File: src/rtl/exmem_memwb_pipe_pkg.sv
// ---------------------------------------------------------------------------
// exmem_memwb_pipe_pkg
//   Shared widths, stage field bundles and bubble constants for the EX/MEM and
//   MEM/WB pipeline latches of the 5-stage core.
//   Contents:
//     XLEN, REG_AW            datapath / register-address widths
//     exmem_t, memwb_t        packed field bundles held by each latch
//     BUBBLE_EXMEM/MEMWB      all-zero "no instruction" values
//     wbSelect()              write-back data select (load data vs ALU result)
// ---------------------------------------------------------------------------
package exmem_memwb_pipe_pkg;

    localparam int XLEN   = 32;
    localparam int REG_AW = 5;

    // Contents of the EX/MEM latch. valid marks a real instruction; it is
    // kept internally so the retire counter and MEM/WB bubble logic can use it.
    typedef struct packed {
        logic              valid;
        logic [REG_AW-1:0] rd;
        logic              regwrite;
        logic              memtoreg;
        logic              memread;
        logic              memwrite;
        logic [XLEN-1:0]   aluResult;
        logic [XLEN-1:0]   storeData;
    } exmem_t;

    // Contents of the MEM/WB latch.
    typedef struct packed {
        logic              valid;
        logic [REG_AW-1:0] rd;
        logic              regwrite;
        logic [XLEN-1:0]   wbData;
    } memwb_t;

    // A bubble is the all-zero bundle: no write enable, no memory strobe,
    // destination x0 and zero data, so nothing downstream can act on it.
    localparam exmem_t BUBBLE_EXMEM = '0;
    localparam memwb_t BUBBLE_MEMWB = '0;

    // Loads take the memory read data, everything else the ALU result.
    function automatic logic [XLEN-1:0] wbSelect(input exmem_t s,
                                                 input logic [XLEN-1:0] rdata);
        return s.memtoreg ? rdata : s.aluResult;
    endfunction

endpackage

File: src/rtl/exmem_memwb_pipe_if.sv
// ---------------------------------------------------------------------------
// exmem_memwb_pipe_if
//   Bundle of the signals between the EX stage / data memory (master side)
//   and the back-end pipeline latches (slave side).
//   master: drives stall, flush, ex_* fields and mem_rdata; observes the
//           EXMEM_* / MEMWB_* latch outputs.
//   slave : the pipeline block, the reverse directions.
// ---------------------------------------------------------------------------
interface exmem_memwb_pipe_if;
    import exmem_memwb_pipe_pkg::*;

    // control
    logic              stall;
    logic              flush;

    // EX stage instruction
    logic              ex_valid;
    logic [REG_AW-1:0] ex_rd;
    logic              ex_regwrite;
    logic              ex_memtoreg;
    logic              ex_memread;
    logic              ex_memwrite;
    logic [XLEN-1:0]   ex_alu_result;
    logic [XLEN-1:0]   ex_store_data;

    // data memory read data for the EX/MEM address
    logic [XLEN-1:0]   mem_rdata;

    // EX/MEM latch outputs
    logic [REG_AW-1:0] EXMEM_Rd;
    logic              EXMEM_RegWrite;
    logic [XLEN-1:0]   EXMEM_ALUResult;
    logic              EXMEM_MemRead;
    logic              EXMEM_MemWrite;
    logic [XLEN-1:0]   EXMEM_StoreData;

    // MEM/WB latch outputs
    logic [REG_AW-1:0] MEMWB_Rd;
    logic              MEMWB_RegWrite;
    logic [XLEN-1:0]   MEMWB_WBData;

    modport master (
        output stall, flush,
        output ex_valid, ex_rd, ex_regwrite, ex_memtoreg, ex_memread, ex_memwrite,
        output ex_alu_result, ex_store_data,
        output mem_rdata,
        input  EXMEM_Rd, EXMEM_RegWrite, EXMEM_ALUResult, EXMEM_MemRead,
        input  EXMEM_MemWrite, EXMEM_StoreData,
        input  MEMWB_Rd, MEMWB_RegWrite, MEMWB_WBData
    );

    modport slave (
        input  stall, flush,
        input  ex_valid, ex_rd, ex_regwrite, ex_memtoreg, ex_memread, ex_memwrite,
        input  ex_alu_result, ex_store_data,
        input  mem_rdata,
        output EXMEM_Rd, EXMEM_RegWrite, EXMEM_ALUResult, EXMEM_MemRead,
        output EXMEM_MemWrite, EXMEM_StoreData,
        output MEMWB_Rd, MEMWB_RegWrite, MEMWB_WBData
    );

endinterface

File: src/rtl/exmem_memwb_pipe_reg.sv
// ---------------------------------------------------------------------------
// exmem_memwb_pipe_reg
//   Generic pipeline latch: asynchronous active-low reset, hold, and
//   synchronous clear to a bubble value.
//   Ports:
//     clk, rst_n  clock, async active-low reset (q <= CLR_VAL)
//     en          1 = update this edge, 0 = hold (stall)
//     clr         with en=1, load CLR_VAL instead of d (bubble insert)
//     d, q        W-bit data in / registered data out
//   A hold takes priority over a clear, so a kill requested during a stall
//   does nothing until the stall lifts.
// ---------------------------------------------------------------------------
module exmem_memwb_pipe_reg #(
    parameter int           W       = 8,
    parameter logic [W-1:0] CLR_VAL = '0
) (
    input  logic         clk,
    input  logic         rst_n,
    input  logic         en,
    input  logic         clr,
    input  logic [W-1:0] d,
    output logic [W-1:0] q
);

    always_ff @(posedge clk or negedge rst_n) begin
        if (!rst_n) begin
            q <= CLR_VAL;
        end else if (en) begin
            q <= clr ? CLR_VAL : d;
        end
    end

endmodule

File: src/rtl/exmem_memwb_pipe.sv
// ---------------------------------------------------------------------------
// exmem_memwb_pipe
//   Back-end pipeline of the 5-stage core: EX/MEM and MEM/WB latches, the
//   write-back data select, and a retired-instruction counter.
//   Ports:
//     clk, rst_n     clock, asynchronous active-low reset
//     bus (slave)    stall/flush, ex_* instruction fields, mem_rdata in;
//                    EXMEM_* and MEMWB_* latch values out (to forwarding
//                    unit, data memory and register file)
//     retired_count  instructions committed into MEM/WB, wraps at 2^CNT_W
//   All outputs come straight from flops; there is no input-to-output path.
// ---------------------------------------------------------------------------
module exmem_memwb_pipe
    import exmem_memwb_pipe_pkg::*;
#(
    parameter int CNT_W = 32
) (
    input  logic                clk,
    input  logic                rst_n,
    exmem_memwb_pipe_if.slave   bus,
    output logic [CNT_W-1:0]    retired_count
);

    exmem_t exmemD, exmemQ;
    memwb_t memwbD, memwbQ;
    logic   advance;
    logic   exmemClr;
    logic   memwbClr;

    // A stall freezes both latches and the counter together.
    assign advance = !bus.stall;

    // ---------------- EX/MEM capture ----------------
    always_comb begin
        exmemD           = BUBBLE_EXMEM;
        exmemD.valid     = 1'b1;
        exmemD.rd        = bus.ex_rd;
        // Writes to x0 are dropped here so no later stage or forwarding
        // consumer ever sees an enabled write to the zero register.
        exmemD.regwrite  = bus.ex_regwrite && (bus.ex_rd != '0);
        exmemD.memtoreg  = bus.ex_memtoreg;
        exmemD.memread   = bus.ex_memread;
        exmemD.memwrite  = bus.ex_memwrite;
        exmemD.aluResult = bus.ex_alu_result;
        exmemD.storeData = bus.ex_store_data;
    end

    assign exmemClr = bus.flush || !bus.ex_valid;

    exmem_memwb_pipe_reg #(
        .W       ($bits(exmem_t)),
        .CLR_VAL (BUBBLE_EXMEM)
    ) u_exmem (
        .clk   (clk),
        .rst_n (rst_n),
        .en    (advance),
        .clr   (exmemClr),
        .d     (exmemD),
        .q     (exmemQ)
    );

    // ---------------- MEM/WB capture ----------------
    always_comb begin
        memwbD          = BUBBLE_MEMWB;
        memwbD.valid    = exmemQ.valid;
        memwbD.rd       = exmemQ.rd;
        memwbD.regwrite = exmemQ.regwrite;
        memwbD.wbData   = wbSelect(exmemQ, bus.mem_rdata);
    end

    // A bubble in EX/MEM becomes a clean bubble in MEM/WB, independent of
    // whatever the memory happens to return for address 0.
    assign memwbClr = !exmemQ.valid;

    exmem_memwb_pipe_reg #(
        .W       ($bits(memwb_t)),
        .CLR_VAL (BUBBLE_MEMWB)
    ) u_memwb (
        .clk   (clk),
        .rst_n (rst_n),
        .en    (advance),
        .clr   (memwbClr),
        .d     (memwbD),
        .q     (memwbQ)
    );

    // ---------------- retire counter ----------------
    // Counts an instruction as it moves from EX/MEM into MEM/WB; natural
    // modulo-2^CNT_W wrap.
    always_ff @(posedge clk or negedge rst_n) begin
        if (!rst_n) begin
            retired_count <= '0;
        end else if (advance && exmemQ.valid) begin
            retired_count <= retired_count + 1'b1;
        end
    end

    // ---------------- outputs ----------------
    assign bus.EXMEM_Rd        = exmemQ.rd;
    assign bus.EXMEM_RegWrite  = exmemQ.regwrite;
    assign bus.EXMEM_ALUResult = exmemQ.aluResult;
    assign bus.EXMEM_MemRead   = exmemQ.memread;
    assign bus.EXMEM_MemWrite  = exmemQ.memwrite;
    assign bus.EXMEM_StoreData = exmemQ.storeData;

    assign bus.MEMWB_Rd        = memwbQ.rd;
    // regwrite is already zero for bubbles; gating with valid keeps the
    // enable safe even if the bubble encoding ever changes.
    assign bus.MEMWB_RegWrite  = memwbQ.valid && memwbQ.regwrite;
    assign bus.MEMWB_WBData    = memwbQ.wbData;

endmodule
File: src/flat_wrapper.sv
// flat-port wrapper written by rule: the top's interface ports become plain ports
module exmem_memwb_pipe_flat import exmem_memwb_pipe_pkg::*;
#(
    parameter int CNT_W = 32
)
  (clk, rst_n, retired_count, bus_stall, bus_flush, bus_ex_valid, bus_ex_rd, bus_ex_regwrite, bus_ex_memtoreg, bus_ex_memread, bus_ex_memwrite, bus_ex_alu_result, bus_ex_store_data, bus_mem_rdata, bus_EXMEM_Rd, bus_EXMEM_RegWrite, bus_EXMEM_ALUResult, bus_EXMEM_MemRead, bus_EXMEM_MemWrite, bus_EXMEM_StoreData, bus_MEMWB_Rd, bus_MEMWB_RegWrite, bus_MEMWB_WBData);
  exmem_memwb_pipe_if bus_i ();
  input  logic clk;
  input  logic rst_n;
  output logic [CNT_W-1:0] retired_count;
  input wire logic [$bits(bus_i.stall)-1:0] bus_stall;
  input wire logic [$bits(bus_i.flush)-1:0] bus_flush;
  input wire logic [$bits(bus_i.ex_valid)-1:0] bus_ex_valid;
  input wire logic [$bits(bus_i.ex_rd)-1:0] bus_ex_rd;
  input wire logic [$bits(bus_i.ex_regwrite)-1:0] bus_ex_regwrite;
  input wire logic [$bits(bus_i.ex_memtoreg)-1:0] bus_ex_memtoreg;
  input wire logic [$bits(bus_i.ex_memread)-1:0] bus_ex_memread;
  input wire logic [$bits(bus_i.ex_memwrite)-1:0] bus_ex_memwrite;
  input wire logic [$bits(bus_i.ex_alu_result)-1:0] bus_ex_alu_result;
  input wire logic [$bits(bus_i.ex_store_data)-1:0] bus_ex_store_data;
  input wire logic [$bits(bus_i.mem_rdata)-1:0] bus_mem_rdata;
  output wire logic [$bits(bus_i.EXMEM_Rd)-1:0] bus_EXMEM_Rd;
  output wire logic [$bits(bus_i.EXMEM_RegWrite)-1:0] bus_EXMEM_RegWrite;
  output wire logic [$bits(bus_i.EXMEM_ALUResult)-1:0] bus_EXMEM_ALUResult;
  output wire logic [$bits(bus_i.EXMEM_MemRead)-1:0] bus_EXMEM_MemRead;
  output wire logic [$bits(bus_i.EXMEM_MemWrite)-1:0] bus_EXMEM_MemWrite;
  output wire logic [$bits(bus_i.EXMEM_StoreData)-1:0] bus_EXMEM_StoreData;
  output wire logic [$bits(bus_i.MEMWB_Rd)-1:0] bus_MEMWB_Rd;
  output wire logic [$bits(bus_i.MEMWB_RegWrite)-1:0] bus_MEMWB_RegWrite;
  output wire logic [$bits(bus_i.MEMWB_WBData)-1:0] bus_MEMWB_WBData;
  assign bus_i.stall = bus_stall;
  assign bus_i.flush = bus_flush;
  assign bus_i.ex_valid = bus_ex_valid;
  assign bus_i.ex_rd = bus_ex_rd;
  assign bus_i.ex_regwrite = bus_ex_regwrite;
  assign bus_i.ex_memtoreg = bus_ex_memtoreg;
  assign bus_i.ex_memread = bus_ex_memread;
  assign bus_i.ex_memwrite = bus_ex_memwrite;
  assign bus_i.ex_alu_result = bus_ex_alu_result;
  assign bus_i.ex_store_data = bus_ex_store_data;
  assign bus_i.mem_rdata = bus_mem_rdata;
  assign bus_EXMEM_Rd = bus_i.EXMEM_Rd;
  assign bus_EXMEM_RegWrite = bus_i.EXMEM_RegWrite;
  assign bus_EXMEM_ALUResult = bus_i.EXMEM_ALUResult;
  assign bus_EXMEM_MemRead = bus_i.EXMEM_MemRead;
  assign bus_EXMEM_MemWrite = bus_i.EXMEM_MemWrite;
  assign bus_EXMEM_StoreData = bus_i.EXMEM_StoreData;
  assign bus_MEMWB_Rd = bus_i.MEMWB_Rd;
  assign bus_MEMWB_RegWrite = bus_i.MEMWB_RegWrite;
  assign bus_MEMWB_WBData = bus_i.MEMWB_WBData;
  exmem_memwb_pipe #(.CNT_W(CNT_W)) u_core (.clk(clk), .rst_n(rst_n), .bus(bus_i), .retired_count(retired_count));
endmodule
File: config.mk
export PLATFORM = sky130hd
export DESIGN_NAME = exmem_memwb_pipe_flat
export DESIGN_NICKNAME = d
export VERILOG_FILES = /design/src/rtl/exmem_memwb_pipe_pkg.sv /design/src/rtl/exmem_memwb_pipe_if.sv /design/src/rtl/exmem_memwb_pipe_reg.sv /design/src/rtl/exmem_memwb_pipe.sv /design/src/flat_wrapper.sv
export SDC_FILE = /design/constraint.sdc
export NUM_CORES = 1
export LEC_CHECK = 0
export ABC_CLOCK_PERIOD_IN_PS = 1800
export CORE_UTILIZATION = 35
export DETAILED_ROUTE_END_ITERATION = 16
export PLACE_DENSITY = 0.66
export REMOVE_ABC_BUFFERS = 1
export SYNTH_ARGS = -nofsm -noshare
export SYNTH_HDL_FRONTEND = slang
export SYNTH_SLANG_ARGS = --single-unit
File: constraint.sdc
create_clock -name clk -period 1.8 [get_ports clk]
set_input_delay 0.27 -clock clk [delete_from_list [all_inputs] [get_ports clk]]
set_output_delay 0.27 -clock clk [all_outputs]
set_load 0.005 [all_outputs]
; After elaboration in Yosys (flattened, before gate mapping)
; Cells that the tools add are included.
[word_totals]
reg_bits = 145
[classes]
addsub = 1
muxes = 3
n_reduce_logical = 7
[ops]
columns = operator, count
row1 = $mux 74, 1
row2 = $mux 39, 1
row3 = $add 32x1->32 const B, 1
row4 = $mux 32, 1
row5 = $reduce_bool 5->1, 1
row6 = $logic_and 1x1->1, 3
row7 = $logic_not 1->1, 2
row8 = $logic_or 1x1->1, 1

; Longest topological paths before layout
[depth]
depth_word = 3
ltp_mapped = 7

; Hierarchy
; From an unflattened synthesis, not the netlist that was laid out.
[unflattened]
hier_cells = 662
area_unflattened_um2 = 6812.8
[modules_own_cells]
columns = module, instances, cells_per_inst, area_each_um2, seq_area_each_um2
row1 = exmem_memwb_pipe_reg (u_core.u_exmem), 1, 320, 3194.3, 1851.8
row2 = exmem_memwb_pipe, 1, 174, 1935.6, 800.8
row3 = exmem_memwb_pipe_reg (u_core.u_memwb), 1, 168, 1682.9, 975.9

; Worst setup path after synthesis
; No wires, ideal clock.
[synth_path]
path_type = reg-to-reg
start = register u_core.retired_count[17]
end = register u_core.retired_count[28]
setup_time_ns = 0.124
arrival_time_ns = 1.253
required_ns = 1.676
setup_slack_ns = 0.423
path_stages_with_launch = 5
path_buffers = 0
cell_sequence = dfrtp_1 > nand4_2 > nor4_4 > nand4_1 > xnor2_1
[synth_between]
elab_chain_cells = 1
[synth_rtl]
columns = item, line_no
row1 = from (decl), exmem_memwb_pipe.sv:21  ; output logic [CNT_W-1:0] retired_count
row2 = from (signal assigned), exmem_memwb_pipe.sv:94  ; retired_count <= retired_count + 1'b1;
row3 = $add 32x1->32, exmem_memwb_pipe.sv:94
; No other way between the ends.
; A chain may end at the register's enable or synchronous reset.

; Final worst setup path
[layout_path]
start = register u_core.retired_count[18]
end = output port retired_count[18]
[layout_rtl]
columns = item, line_no
row1 = to (decl), flat_wrapper.sv:10  ; output logic [CNT_W-1:0] retired_count;
; No word-level cell between the ends.

==> key figures <==
Outcome
  • Status: complete, no violations

Routing
  • Routed vias: 4623
  • 1st-iter DRT viols: 210
  • WL per Instance: 16.7 um
  • DRT Pass-1 Iters: 4
  • Remaining DRCs: 0
  • Via density: 4.86
  • Detail Route Antenna Nets: 0
  • Routed Wire Length: 15.9 mm

Critical path
  • CP Launch Type: register
  • RR Startpoint: u_core.retired_count[5]$_DFFE_PN0P_
  • Reg-to-reg endpoint: u_core.retired_count[22]$_DFFE_PN0P_
  • Slowest cell on the critical path: clkdlybuf4s50_1
  • Slowest stage delay, CP: 0.57 ns
  • CP Depth: 1
  • Worst EP required: 1.53 ns
  • Critical path endpoint: retired_count[18]
  • R2r setup slk: between 0.2 and 0.3 ns
  • Type of destination of the critical path: output port
  • Crit-path max FO: 6
  • Worst-path cell chain: clkdlybuf4s50_1
  • Buffer and inverter count on the worst path: 1
  • Worst Setup SP: u_core.retired_count[18]$_DFFE_PN0P_
  • Reg2Reg Depth: 4
  • Crit path arrival time: 1.44 ns
  • Kind of critical path: reg -> out
  • Top delay family on crit path: buffers and inverters

Pwr
  • PnR Total Power: 7.68 mW
  • Lkg Pwr: between 3 and 4 nW
  • Power Dens Cells: 841 nW/um^2
  • Worst VDD drop: 605 uV

Layout
  • Area occupied by registers: 3630 um^2
  • Area occupied by multi-input gates: 2040 um^2
  • Fin area: 9130 um^2
  • N_diodes: 0
  • # fillers: 1581
  • Most common cell after layout, fill and taps aside: clkdlybuf4s50_1
  • Commonest cells after routing, fill and taps aside: clkdlybuf4s50_1 (249), dfrtp_1 (144), a22o_1 (72)
  • Area grow syn2layout: 38.0%
  • Layout cells sized above 1: 6.78%
  • Nets@finish: 825

Yosys
  • Dominant cells by area after synthesis: dfrtp_1 (55%), buf_4 (12%), a22o_1 (9.5%)
  • Dominant synthesized flop cell: dfrtp_1
  • XOR/XNOR Fraction of Synth Area: 4.11%
  • Largest family of logic cells by synthesized area: buffers and inverters
  • Cell Area, Synth: 6610 um^2
  • Cells after Synth: 570
  • EDFF count, synth: 0
  • Area share of and/or/nand/nor cells after synthesis: 8.91%
  • Compound-Gate Fraction of Synth Area: between 10% and 20%
  • Top cell type's share of synthesized area: between 50% and 60%
  • Synth async-reset ratio: 100%
  • FF+latch count, synth: 145
  • Mean Syn Cell Area: 11.6 um^2
  • Synth cell types: 30
  • Sequential share of the synthesized area: 54.9%
  • Synth Area in Adders: 0.189%
  • Synth Warn #: 0
  • Mux cell area share after synthesis: 4.84%
  • Largest area contributor in the netlist: dfrtp_1

Floorplan
  • Initial core utilization: 36.2%
  • Row count: 49
  • Core area: 18300 um^2
  • Die Span Y: 139 um
  • I/O pin count: ~250
  • DIE WIDTH: 139 um
  • Die area: 19500 um^2

Global route
  • Largest net degree at the start of global routing: 106
  • GRT Total Usage: 17.0%
  • Initial antenna violation count: 0
  • Grt ovf: 0
  • Vias in the first global route: just under 5000
  • First-pass GRT wire length: 26.0 mm

Placed design
  • Placed cell areas: about 8600 um^2
  • GPL Wtd Cong: 0.776
  • Buffers on Ports: 251
  • Post-DP HPWL: 11.1 mm
  • Worst slack, placed: 0.174 ns

CTS
  • Clock Pin Slew Worst Setup and Hold Paths: roughly 0.050 ns
  • CTS tree: built
  • CTS sink cnt: 145
  • Post-CTS setup buffers: 0
  • Post_cts resized: 0
  • CTS root buf: clkbuf_16
  • Worst skew pair latency: around 0.4 ns
  • H-tree level count: 4
  • Cts hold-fix bufs: 1
  • CTS Buffer Depth: 2
  • Clock buffer count from CTS: 17

STA
  • Post-layout min period: between 1.5 and 2 ns
  • Fin. max-slew vios: 0
  • Slew margin rel.: 70.8%
  • Final WS setup: between 0.08 and 0.09 ns
  • Final worst-path cycle share: a little over nine tenths
  • Fin. Hold Viols: 0
  • Unrepaired setup endpoints after global routing: no
  • Final hold slack: between 0.2 and 0.25 ns
  • Worst-Margin Slew: 0.438 ns
  • Fmax: between 500 and 600 MHz
  • Max Clock Skew: 0.00696 ns
  • Final setup fails: 0

Min path
  • Worst Hold Class: in -> reg

Flow run
  • Max-Cap Viols: 0
==> cells in the mapped netlist (all sizes together), types with 5 or more instances <==
library cell	instances
clkbuf	16
nand3	12
nand4	15
o21ai	38
a22o	72
and3	5
dfrtp	145
nand2	60
mux2i	32
buf	122
xnor2	28
nor2	5
==> layout make-up <==
type                            instances  share of cell area, %
Clock buffer                           22                   5.09
Clock inverter                          6                  0.411
Inverter                                1                 0.0411
Multi-Input combinational cell        286                   22.3
Sequential cell                       145                   39.8
Tap cell                              229                   3.14
Timing Repair Buffer                  263                   29.2
==> worst min-delay path by stage <==
| stage | start | endpoint | cells after the start |
|---|---|---|---|
| after CTS | bus_stall | u_core.u_memwb.q[31]$_DFFE_PN0N_ | 3 |
| after global placement | rst_n | u_core.u_exmem.q[24]$_DFFE_PN0N_ | 1 |
| final | bus_stall | u_core.u_memwb.q[31]$_DFFE_PN0N_ | 3 |
| after detailed placement | rst_n | u_core.u_exmem.q[24]$_DFFE_PN0N_ | 1 |
| after global routing | bus_stall | u_core.u_memwb.q[31]$_DFFE_PN0N_ | 3 |
| after floorplan | rst_n | u_core.retired_count[0]$_DFFE_PN0P_ | 0 |
==> power by group <==
group | total (mW) | switching, mW | internal, mW
Sequential | 3.58 | 0.150 | 3.43
Clock | 3.06 | 1.27 | 1.79
Combinational | 1.04 | 0.384 | 0.654
Total | 7.68 | 1.80 | 5.88
==> registers in the layout (all words and copies together) (netlist names) <==
register	cells
u_core.retired_count	32
u_core.u_exmem.q	74
u_core.u_memwb.q	39
==> worst register-to-register path, delay by kind of cell (launching register included) <==
| kind | cells | cell delay (ns) |
|---|---|---|
| DFF | 1 | 0.44 |
| and+or+nand+nor | 3 | 0.82 |
| xor gates and xnor gates | 1 | 0.15 |
==> through the flow <==
step | TNS (ns) | utilization (%) | cells
2_1_floorplan | -221.08 | - | 432
3_3_place_gp | 0 | 47.1 | 923
3_5_place_dp | 0 | 47.1 | 923
4_1_cts | 0 | 49.9 | 952
5_1_grt | 0 | 49.9 | 952
6_report | 0 | 49.9 | 952
==> kinds of logic (layout without fill, tap and decap cells) <==
group / Yosys count / after routing
DFF: 145 / 145
buffers and inverters: 139 / 292
AOI/OAI and AO/OA: 112 / 112
and+or+nand+nor: 110 / 110
muxes: 32 / 32
xor gates and xnor gates: 31 / 31
adders and majority gates: 1 / 1
==> layer usage <==
metal | up-vias | GRT usage (%) | part of all wire, %
li1 | 2170 | - | -
met1 | 2280 | 21.8 | 44
met2 | 159 | 28.0 | 49
met3 | 14 | 4.30 | 5.4
met4 | 0 | 5.91 | 1.2
met5 | - | 0 | 0
Note: power is estimated with default switching activity, not from simulation.
